$ cat config.mk
export PLATFORM = sky130hd
export DESIGN_NAME = uart_tx_sched_flat
export DESIGN_NICKNAME = d
export VERILOG_FILES = /design/src/rtl/uart_tx_sched_pkg.sv /design/src/rtl/uart_tx_sched_if.sv /design/src/rtl/uart_tx_sched_rr_arbiter.sv /design/src/rtl/uart_tx_sched.sv /design/src/flat_wrapper.sv
export SDC_FILE = /design/constraint.sdc
export NUM_CORES = 1
export LEC_CHECK = 0
export CAP_MARGIN = 0
export CORE_MARGIN = 2
export CORE_UTILIZATION = 48
export CTS_BUF_LIST = sky130_fd_sc_hd__clkbuf_8
export CTS_CLUSTER_SIZE = 20
export DETAILED_ROUTE_END_ITERATION = 10
export GPL_ROUTABILITY_DRIVEN = 0
export PLACE_DENSITY = 0.88
export SETUP_SLACK_MARGIN = 0.1
export SYNTH_ARGS = -nofsm -noshare
export SYNTH_HDL_FRONTEND = slang
export SYNTH_SLANG_ARGS = --single-unit
$ cat constraint.sdc
create_clock -name CLK100MHZ -period 3.65 [get_ports CLK100MHZ]
set_input_delay 0.73 -clock CLK100MHZ [delete_from_list [all_inputs] [get_ports CLK100MHZ]]
set_output_delay 0.73 -clock CLK100MHZ [all_outputs]
set_load 0.005 [all_outputs]
$ cat src/rtl/uart_tx_sched_pkg.sv
`default_nettype none
`timescale 1ns/1ps
// +------------------------------------------------------------------+
// | Module      : uart_pkg                                           |
// | Description : Shared types, widths and helpers for the UART TX   |
// |               message scheduler slice.                           |
// | Revision    : 1.0 - initial release                              |
// +------------------------------------------------------------------+
package uart_pkg;

  // Width of one serialized byte and of one packed message word
  localparam int BYTE_W = 8;
  localparam int MSG_W  = 64;
  localparam int LEN_W  = 4;

  // Scheduler states
  typedef enum logic [1:0] {
    ST_IDLE = 2'd0,
    ST_SEND = 2'd1,
    ST_GAP  = 2'd2
  } state_e;

  // Width of a binary index over n items, never narrower than one bit
  function automatic int idx_width(input int n);
    return (n > 1) ? $clog2(n) : 1;
  endfunction

  // Oversized lengths saturate at the number of bytes a word can hold
  function automatic logic [LEN_W-1:0] clamp_len(input logic [LEN_W-1:0] len,
                                                 input int max_bytes);
    if (int'(len) > max_bytes) begin
      return LEN_W'(max_bytes);
    end
    return len;
  endfunction

endpackage
`default_nettype wire

$ cat src/rtl/uart_tx_sched_if.sv
`default_nettype none
`timescale 1ns/1ps
// +------------------------------------------------------------------+
// | Module      : uart_tx_sched_if                                   |
// | Description : Request-side and byte-side handshake bundle of the |
// |               UART TX message scheduler.                         |
// | Revision    : 1.0 - initial release                              |
// +------------------------------------------------------------------+
interface uart_tx_sched_if #(
  parameter int NUM_REQ = 2
);
  import uart_pkg::*;

  // Message sources: offer, payload, byte count and one-hot accept
  logic [NUM_REQ-1:0]       req_valid;
  logic [NUM_REQ*MSG_W-1:0] req_data;
  logic [NUM_REQ*LEN_W-1:0] req_len;
  logic [NUM_REQ-1:0]       req_ready;

  // Byte stream towards the serializer
  logic [BYTE_W-1:0]        tx_byte;
  logic                     tx_valid;
  logic                     tx_ready;

  // Environment side: the requesters plus the serializer
  modport master (
    output req_valid, req_data, req_len, tx_ready,
    input  req_ready, tx_byte, tx_valid
  );

  // Scheduler side
  modport slave (
    input  req_valid, req_data, req_len, tx_ready,
    output req_ready, tx_byte, tx_valid
  );

endinterface
`default_nettype wire

$ cat src/rtl/uart_tx_sched_rr_arbiter.sv
`default_nettype none
`timescale 1ns/1ps
// +------------------------------------------------------------------+
// | Module      : rr_arbiter                                         |
// | Description : Combinational round-robin picker. Returns the first|
// |               active request at or above the pointer, wrapping.  |
// | Revision    : 1.0 - initial release                              |
// +------------------------------------------------------------------+
module rr_arbiter #(
  parameter int NUM_REQ = 2,
  parameter int IDX_W   = 1
)(
  input  logic [NUM_REQ-1:0] i_req,
  input  logic [IDX_W-1:0]   i_ptr,
  input  logic               i_en,
  output logic [NUM_REQ-1:0] o_grant,
  output logic [IDX_W-1:0]   o_idx
);

  logic w_found;

  // Two passes: pointer..top first, then bottom..pointer-1 for the wrap
  always_comb begin
    o_grant = '0;
    o_idx   = '0;
    w_found = 1'b0;
    for (int j = 0; j < NUM_REQ; j++) begin
      if (i_en && !w_found && i_req[j] && (j >= int'(i_ptr))) begin
        o_grant[j] = 1'b1;
        o_idx      = IDX_W'(j);
        w_found    = 1'b1;
      end
    end
    for (int j = 0; j < NUM_REQ; j++) begin
      if (i_en && !w_found && i_req[j] && (j < int'(i_ptr))) begin
        o_grant[j] = 1'b1;
        o_idx      = IDX_W'(j);
        w_found    = 1'b1;
      end
    end
  end

endmodule
`default_nettype wire

$ cat src/rtl/uart_tx_sched.sv
`default_nettype none
`timescale 1ns/1ps
// +------------------------------------------------------------------+
// | Module      : uart_tx_sched                                      |
// | Description : Round-robin scheduler sharing one UART byte        |
// |               transmitter between several message sources, with  |
// |               an enforced idle gap after every message.          |
// | Revision    : 1.0 - initial release                              |
// +------------------------------------------------------------------+
module uart_tx_sched
  import uart_pkg::*;
#(
  parameter int NUM_REQ    = 2,
  parameter int GAP_CYCLES = 16,
  parameter int MAX_BYTES  = 8
)(
  input  logic                          CLK100MHZ,
  input  logic                          rst_n,
  uart_tx_sched_if.slave                bus,
  output logic                          busy,
  output logic [idx_width(NUM_REQ)-1:0] grant_id,
  output logic                          msg_done
);

  localparam int IDX_W = idx_width(NUM_REQ);
  localparam int GAP_W = (GAP_CYCLES > 1) ? $clog2(GAP_CYCLES) : 1;
  localparam logic [GAP_W-1:0] GAP_LOAD = (GAP_CYCLES > 0) ? GAP_W'(GAP_CYCLES - 1) : '0;

  localparam logic [1:0] S_IDLE = ST_IDLE;
  localparam logic [1:0] S_SEND = ST_SEND;
  localparam logic [1:0] S_GAP  = ST_GAP;

  // Registered state
  logic [1:0]         r_state;
  logic [MSG_W-1:0]   r_shift;
  logic [LEN_W-1:0]   r_cnt;
  logic [GAP_W-1:0]   r_gap;
  logic [IDX_W-1:0]   r_ptr;
  logic [IDX_W-1:0]   r_grant;
  logic               r_done;

  // Arbitration and capture path
  logic               w_arb_en;
  logic [NUM_REQ-1:0] w_grant;
  logic [IDX_W-1:0]   w_idx;
  logic [IDX_W-1:0]   w_next_ptr;
  logic [MSG_W-1:0]   w_sel_data;
  logic [LEN_W-1:0]   w_sel_len;
  logic [LEN_W-1:0]   w_len_c;
  logic               w_accept;
  logic               w_last_byte;

  // Offers are only considered while idle; GAP and SEND hold everyone off
  assign w_arb_en = (r_state == S_IDLE);

  rr_arbiter #(
    .NUM_REQ (NUM_REQ),
    .IDX_W   (IDX_W)
  ) u_arb (
    .i_req   (bus.req_valid),
    .i_ptr   (r_ptr),
    .i_en    (w_arb_en),
    .o_grant (w_grant),
    .o_idx   (w_idx)
  );

  // Grant is combinational; reset forces it low even though state is IDLE
  assign bus.req_ready = w_grant & {NUM_REQ{rst_n}};
  assign w_accept      = |w_grant;

  // Mux the winner's payload using the one-hot grant so losers stay don't-care
  always_comb begin
    w_sel_data = '0;
    w_sel_len  = '0;
    for (int j = 0; j < NUM_REQ; j++) begin
      if (w_grant[j]) begin
        w_sel_data = bus.req_data[j*MSG_W +: MSG_W];
        w_sel_len  = bus.req_len[j*LEN_W +: LEN_W];
      end
    end
  end

  assign w_len_c     = clamp_len(w_sel_len, MAX_BYTES);
  assign w_next_ptr  = (int'(w_idx) == NUM_REQ - 1) ? '0 : w_idx + 1'b1;
  assign w_last_byte = (r_cnt == LEN_W'(1));

  // Byte interface is decoded from state so reset drops tx_valid at once
  assign bus.tx_valid = (r_state == S_SEND);
  assign bus.tx_byte  = (r_state == S_SEND) ? r_shift[BYTE_W-1:0] : '0;

  assign busy     = (r_state != S_IDLE);
  assign grant_id = r_grant;
  assign msg_done = r_done;

  // Scheduler FSM: capture in IDLE, shift out LSB-first in SEND, wait out GAP
  always_ff @(posedge CLK100MHZ or negedge rst_n) begin
    if (!rst_n) begin
      r_state <= S_IDLE;
      r_shift <= '0;
      r_cnt   <= '0;
      r_gap   <= '0;
      r_ptr   <= '0;
      r_grant <= '0;
      r_done  <= 1'b0;
    end else begin
      r_done <= 1'b0;
      case (r_state)
        S_IDLE: begin
          if (w_accept) begin
            r_shift <= w_sel_data;
            r_cnt   <= w_len_c;
            r_grant <= w_idx;
            r_ptr   <= w_next_ptr;
            if (w_len_c != '0) begin
              r_state <= S_SEND;
            end else begin
              // Empty message: report completion, no gap is owed
              r_done <= 1'b1;
            end
          end
        end
        S_SEND: begin
          if (bus.tx_ready) begin
            r_shift <= r_shift >> BYTE_W;
            r_cnt   <= r_cnt - 1'b1;
            if (w_last_byte) begin
              r_done <= 1'b1;
              if (GAP_CYCLES > 0) begin
                r_state <= S_GAP;
                r_gap   <= GAP_LOAD;
              end else begin
                r_state <= S_IDLE;
              end
            end
          end
        end
        S_GAP: begin
          if (r_gap == '0) begin
            r_state <= S_IDLE;
          end else begin
            r_gap <= r_gap - 1'b1;
          end
        end
        default: begin
          r_state <= S_IDLE;
        end
      endcase
    end
  end

endmodule
`default_nettype wire

$ cat src/flat_wrapper.sv
// flat-port wrapper written by rule: the top's interface ports become plain ports
module uart_tx_sched_flat import uart_pkg::*;
#(
  parameter int NUM_REQ    = 2,
  parameter int GAP_CYCLES = 16,
  parameter int MAX_BYTES  = 8
)
  (CLK100MHZ, rst_n, busy, grant_id, msg_done, bus_req_valid, bus_req_data, bus_req_len, bus_tx_ready, bus_req_ready, bus_tx_byte, bus_tx_valid);
  uart_tx_sched_if #(.NUM_REQ(NUM_REQ)) bus_i ();
  input  logic CLK100MHZ;
  input  logic rst_n;
  output logic busy;
  output logic [idx_width(NUM_REQ)-1:0] grant_id;
  output logic msg_done;
  input wire logic [$bits(bus_i.req_valid)-1:0] bus_req_valid;
  input wire logic [$bits(bus_i.req_data)-1:0] bus_req_data;
  input wire logic [$bits(bus_i.req_len)-1:0] bus_req_len;
  input wire logic [$bits(bus_i.tx_ready)-1:0] bus_tx_ready;
  output wire logic [$bits(bus_i.req_ready)-1:0] bus_req_ready;
  output wire logic [$bits(bus_i.tx_byte)-1:0] bus_tx_byte;
  output wire logic [$bits(bus_i.tx_valid)-1:0] bus_tx_valid;
  assign bus_i.req_valid = bus_req_valid;
  assign bus_i.req_data = bus_req_data;
  assign bus_i.req_len = bus_req_len;
  assign bus_i.tx_ready = bus_tx_ready;
  assign bus_req_ready = bus_i.req_ready;
  assign bus_tx_byte = bus_i.tx_byte;
  assign bus_tx_valid = bus_i.tx_valid;
  uart_tx_sched #(.NUM_REQ(NUM_REQ), .GAP_CYCLES(GAP_CYCLES), .MAX_BYTES(MAX_BYTES)) u_core (.CLK100MHZ(CLK100MHZ), .rst_n(rst_n), .bus(bus_i), .busy(busy), .grant_id(grant_id), .msg_done(msg_done));
endmodule
==> results_dict.tcl, run 1 <==
set metrics [dict create \
    syn_area_per_cell_um2 8.93 \
    wl_per_cell_um 18.4 \
    synthSimpleGateAreaFrac_pct 13.9 \
    final_antenna_net_count 0 \
    syn_inst 435 \
    antenna_found_initial 0 \
    fin_skew_ps 11.0 \
    cp_max_fo 39 \
    cts_root_buf "clkbuf_8" \
    max_cap_viol_count 0 \
    cp.arrival_ps 2630 \
    drcViolationCount 0 \
    cts.sinks 77 \
    first_global_vias 4056 \
    final_cell_mix "153 x clkdlybuf4s50_1, 100 x a21oi_1, 77 x dfrtp_1" \
    setup.worst_path.end_class "output pin" \
    ys_types 41 \
    syn-num-nets 579 \
    hold_violations 0 \
    num_io_pins 155 \
    maxSlewViolCount 0 \
    synth-edff-count 0 \
    crit_cells 4 \
    cp_top_family "buffers and inverters" \
    layout_setup_ws_ps 292 \
    grt_start_max_net_pins 61 \
    dpl-instance-area_um2 5490 \
    maxSlewHeadroom_pct 49.0 \
    ys_async_sr_fraction_pct 100 \
    clock_latency_ps 340 \
    die_w_um 94.0 \
    io_buffers 154 \
    start_util_pct 50.0 \
    startpoint_type "flip-flop" \
    worst-path-buf-inv 2 \
    crit_type "reg -> out" \
    clk_pin_slew_ps 90 \
    grt_usage_pct 28.6 \
    pre_cts_ws_ps 607 \
    drive_above_1_share_pct 6.06 \
    holdCritPathClass "in -> async" \
    synth_fa_ha_area_share_pct 0.966 \
    synth-compound-area-share_pct 30.0 \
    reg2reg_depth 5 \
    tightest_slew_ps 764 \
    period_share_pct 92.0 \
    fin_area_um2 5760 \
    fin_crit_ps 3360 \
    fin_nets 717 \
    final-setup-viol-count 0 \
    overflow 0 \
    postCtsResizedCells 0 \
    drt-total-wl_um 12500 \
    postCtsSetupBuffers 0 \
    die-height_um 94.0 \
    grt_pass1_wl_um 19700 \
    powerDensity_nw_per_um2 750 \
    syn_to_final_growth_pct 48.1 \
    cts_buffers 9 \
    peakVddDrop_uv 327 \
    dp_hpwl_um 8850 \
    h-tree-depth 3 \
    cts_tree "yes" \
    cp-startpoint "u_core.r_state[1]" \
    rows 32 \
    utilization_pct 74.1 \
    cts_hold_buffers 0 \
    synth-seq-cells 77 \
    synthFlopType "dfrtp_1" \
    max_freq_ghz 0.298 \
    status "completed" \
    rr_startpoint "u_core.r_state[1]" \
    yosysSeqAreaShare_pct 49.6 \
    worstPathRequired_ps 2920 \
    synth_xor_area_share_pct 0 \
    p_leak_uw 0.00237 \
    cts_buffer_depth 2 \
    dieArea_um2 8830 \
    num_vias 4106 \
    path_cells "nand2b_1 -> inv_2 -> and2_1 -> clkdlybuf4s50_1" \
    drtIter0Drc 330 \
    synthMuxAreaShare_pct 0.258 \
    crit_path_max_incr_delay_ps 640 \
    via_per_inst 6.04 \
    drt_pre_antenna_iters 6 \
    ys_warn_count 0 \
    rsz0062_at_grt "false" \
    synth_area_um2 3880 \
    tns_ps 0 \
    final_common_cell "clkdlybuf4s50_1" \
    cpMaxStageDelayCell "inv_2" \
    antenna-diode-count 0 \
    core-area_um2 7770 \
    synth_top_family_by_area "compound AO/OA/AOI/OAI gates" \
]
[final cells by class]
type / count / area (um2)
inverters: 15 / 56.3
clock buffers: 9 / 124
clock inverters: 7 / 146
repair buffers: 163 / 1610
flip-flops and latches: 77 / 1930
fillers: 558 / 2010
well taps: 102 / 128
multi-input cells: 307 / 1770
[power breakdown]
group	internal [uW]	leakage, uW	switching, uW
registers	1270	0.000900	270
clock network	528	0.000134	328
logic	894	0.00134	1020
total	2700	0.00237	1620
[flip-flops by register name, summed over array words and instances (netlist names)]
register         flops
u_core.grant_id      1
u_core.r_shift      64
u_core.msg_done      1
u_core.r_cnt         4
u_core.r_ptr         1
u_core.r_gap         4
u_core.r_state       2
[path summary, 6_finish.rpt]
kind	to	slack, ps
worst max register to register	u_core.r_shift[46]	1280
max in group asynchronous	u_core.r_gap[3]	2340
worst min register to register	u_core.r_shift[59]	500
worst max-delay path	bus_tx_byte[3]	290
worst min-delay path	u_core.r_state[0]	250
min in group CLK100MHZ	u_core.r_shift[59]	500
[synth_stat cells, drive strengths merged, types with 2 or more instances]
| cell type | number | area, um2 |
|---|---|---|
| buf | 12 | 58.8 |
| and2 | 9 | 56.3 |
| nand2 | 6 | 22.5 |
| ha | 3 | 37.5 |
| o211ai | 3 | 22.5 |
| clkbuf | 24 | 90.1 |
| o21ai | 3 | 15.0 |
| nor3 | 24 | 120 |
| inv | 14 | 52.6 |
| nand2b | 4 | 25.0 |
| and3 | 2 | 12.5 |
| nor2 | 65 | 246 |
| a21oi | 100 | 500 |
| a222oi | 8 | 80.1 |
| a22oi | 50 | 375 |
| a31oi | 2 | 12.5 |
| dfrtp | 77 | 1930 |
| nand3 | 3 | 15.0 |
| a221oi | 8 | 70.1 |
[metrics by stage]
stage	hold slack [ps]	instances	power, uW
after floorplan	434	435	2730
final	249	680	4320
after global placement	473	664	3340
after CTS	244	680	4310
after global routing	252	680	4610
after detailed placement	484	664	3450
[cell families after synthesis]
logic type / after synthesis
and+or+nand+nor: 119
adders and majority gates: 3
muxes: 1
DFF: 77
buffers and inverters: 51
AOI/OAI and AO/OA: 184
[metal layers]
layer  wire (um)  track usage, %  part of all wire, %
met2        6250            48.8                   50
met4         125            8.33                  1.0
met5           0               0                    0
met3        1120            5.94                  9.0
met1        4990            36.8                   40
[worst register-to-register path: cells and delay by family, from the launching register on]
kind	cells	cell delay (ps)
buffers and inverters	2	1060
flip-flops	1	460
AND/OR/NAND/NOR	1	430
AO/OA/AOI/OAI	2	360
Note: power is estimated with default switching activity, not from simulation.
==> inputs of run 2 (changes only) <==
TNS_END_PERCENT = 100   (was default)
==> results of run 2 <==
The final DEF is identical to that of run 1; final timing and power are the same.
==> inputs of run 3 (changes only) <==
CORE_UTILIZATION = 57   (was 48)
DONT_BUFFER_PORTS = 1   (was default)
PLACE_DENSITY = 0.73   (was 0.88)
==> results_dict.tcl, run 3 (synthesis gave the netlist of run 1 again) <==
set metrics [dict create \
    antenna_found_initial 0 \
    startpoint_type "flip-flop" \
    power.share.sequential_pct 40.3 \
    fin_area_um2 4150 \
    hold_violations 0 \
    drt_pre_antenna_iters 5 \
    clock_latency_ps 340 \
    fin_nets 563 \
    final_cell_mix "100 x a21oi_1, 77 x dfrtp_1, 63 x nor2_1" \
    postCtsSetupBuffers 0 \
    num_vias 3357 \
    maxSlewViolCount 0 \
    cts_hold_buffers 0 \
    cts_tree "yes" \
    cts_buffers 9 \
    wl_per_cell_um 20.3 \
    regMostFlops "u_core.r_shift" \
    tightest_slew_ps 897 \
    multiInputGateArea_um2 1770 \
    cts_root_buf "clkbuf_8" \
    status "completed" \
    grt_start_max_net_pins 80 \
    swShare_pct 38.6 \
    grt_usage_pct 27.2 \
    final-setup-viol-count 0 \
    p_int_uw 2350 \
    syn_to_final_growth_pct 6.89 \
    postCtsResizedCells 0 \
    antenna-diode-count 0 \
    max_freq_ghz 0.328 \
    start_util_pct 58.1 \
    peakVddDrop_uv 428 \
    core-area_um2 6680 \
    num_io_pins 155 \
    largest_register_ffs 64 \
    overflow 0 \
    fill_cells 603 \
    holdCritPathClass "in -> async" \
    fin_skew_ps 12.0 \
    max_cap_viol_count 0 \
    drcViolationCount 0 \
    combPwrFrac_pct 40.3 \
    first_global_vias 3227 \
    maxSlewHeadroom_pct 40.1 \
    setup.worst_path.end_class "output pin" \
    h-tree-depth 3 \
    worstPathRequired_ps 2920 \
    die_w_um 86.6 \
    final_antenna_net_count 0 \
    io_buffers 0 \
    largestRegisters "u_core.r_shift: 64 flops, u_core.r_cnt: 4 flops, u_core.r_gap: 4 flops" \
    p_clk_share_pct 19.4 \
    cts.sinks 77 \
    crit_type "reg -> out" \
    p_leak_uw 0.00175 \
    via_per_inst 6.66 \
    cp_max_fo 22 \
    final_common_cell "a21oi_1" \
    die-height_um 86.6 \
    clk_pin_slew_ps 80 \
    cts_buffer_depth 2 \
    period_share_pct 83.5 \
    switchingPower_uw 1480 \
    ff_latch_area_um2 1930 \
    drtIter0Drc 332 \
    fin_crit_ps 3050 \
    cp.arrival_ps 2320 \
    tns_ps 0 \
    dp_hpwl_um 7030 \
    powerDensity_nw_per_um2 922 \
    drive_above_1_share_pct 7.78 \
    rows 30 \
    grt_pass1_wl_um 15800 \
    rsz0062_at_grt "false" \
    dieArea_um2 7490 \
    drt-total-wl_um 10200 \
    dpl-instance-area_um2 3920 \
]
==> run 3: cell types whose count changed in the layout (fill, tap and decap cells not counted) <==
cell	delta
clkdlybuf4s50_1	-153
bufinv_16	-2
clkbuf_8	+2
buf_4	-1
clkinv_1	+1
clkinv_2	+1
inv_2	-1
inv_6	-1
==> run 3: area by class of cell <==
class | count | share of cell area, %
multi-input combinational | 307 | 42.6
timing repair buffer | 9 | 1.63
sequential | 77 | 46.4
inverter | 15 | 1.36
clock inverter | 5 | 1.99
clock buffer | 11 | 3.65
tap | 80 | 2.41
==> run 3: worst paths after layout <==
check                              startpoint                  to  slack, ps  cells past startpoint
min in group CLK100MHZ       bus_req_valid[1]        u_core.r_ptr        480                      1
max in group asynchronous               rst_n  u_core.r_shift[54]       3450                      0
setup reg to reg            u_core.r_state[1]  u_core.r_shift[30]       1170                      5
hold / removal                          rst_n        u_core.r_ptr         80                      0
setup / recovery            u_core.r_state[1]      bus_tx_byte[1]        600                      3
hold reg to reg            u_core.r_shift[62]  u_core.r_shift[62]        510                      2
==> run 3: power groups by stage <==
stage | clock network, uW | registers, uW | logic [uW]
2_1_floorplan | 0 | 1460 | 1270
3_3_place_gp | 0 | 1540 | 1500
3_5_place_dp | 0 | 1550 | 1550
4_1_cts | 752 | 1540 | 1550
5_1_grt | 784 | 1590 | 1760
6_report | 742 | 1540 | 1540
==> run 3: critical path, stage by stage (launching register included) <==
cell and delay [ps]:
dfrtp_1 460, nand2b_1 470, clkinv_1 650, and2_1 400
==> run 3: per-layer routing <==
layer | GRT usage (%) | wire length [um] | vias to the layer above
li1 | - | - | 1567
met1 | 35.4 | 4130 | 1623
met5 | 0 | 0 | -
met3 | 5.81 | 771 | 16
met4 | 9.38 | 176 | 0
met2 | 45.5 | 5140 | 151
==> run 3: metrics by stage <==
stage / util [%] / setup WS, ps / total power [uW] / cells / hold slack, ps
after floorplan: - / 1420 / 2730 / 435 / 434
after global placement: 58.7 / 1030 / 3040 / 488 / 437
after detailed placement: 58.7 / 972 / 3100 / 488 / 437
after CTS: 62.2 / 599 / 3840 / 504 / 59.7
after global routing: 62.2 / 422 / 4130 / 504 / 51.8
final: 62.2 / 600 / 3830 / 504 / 77.5
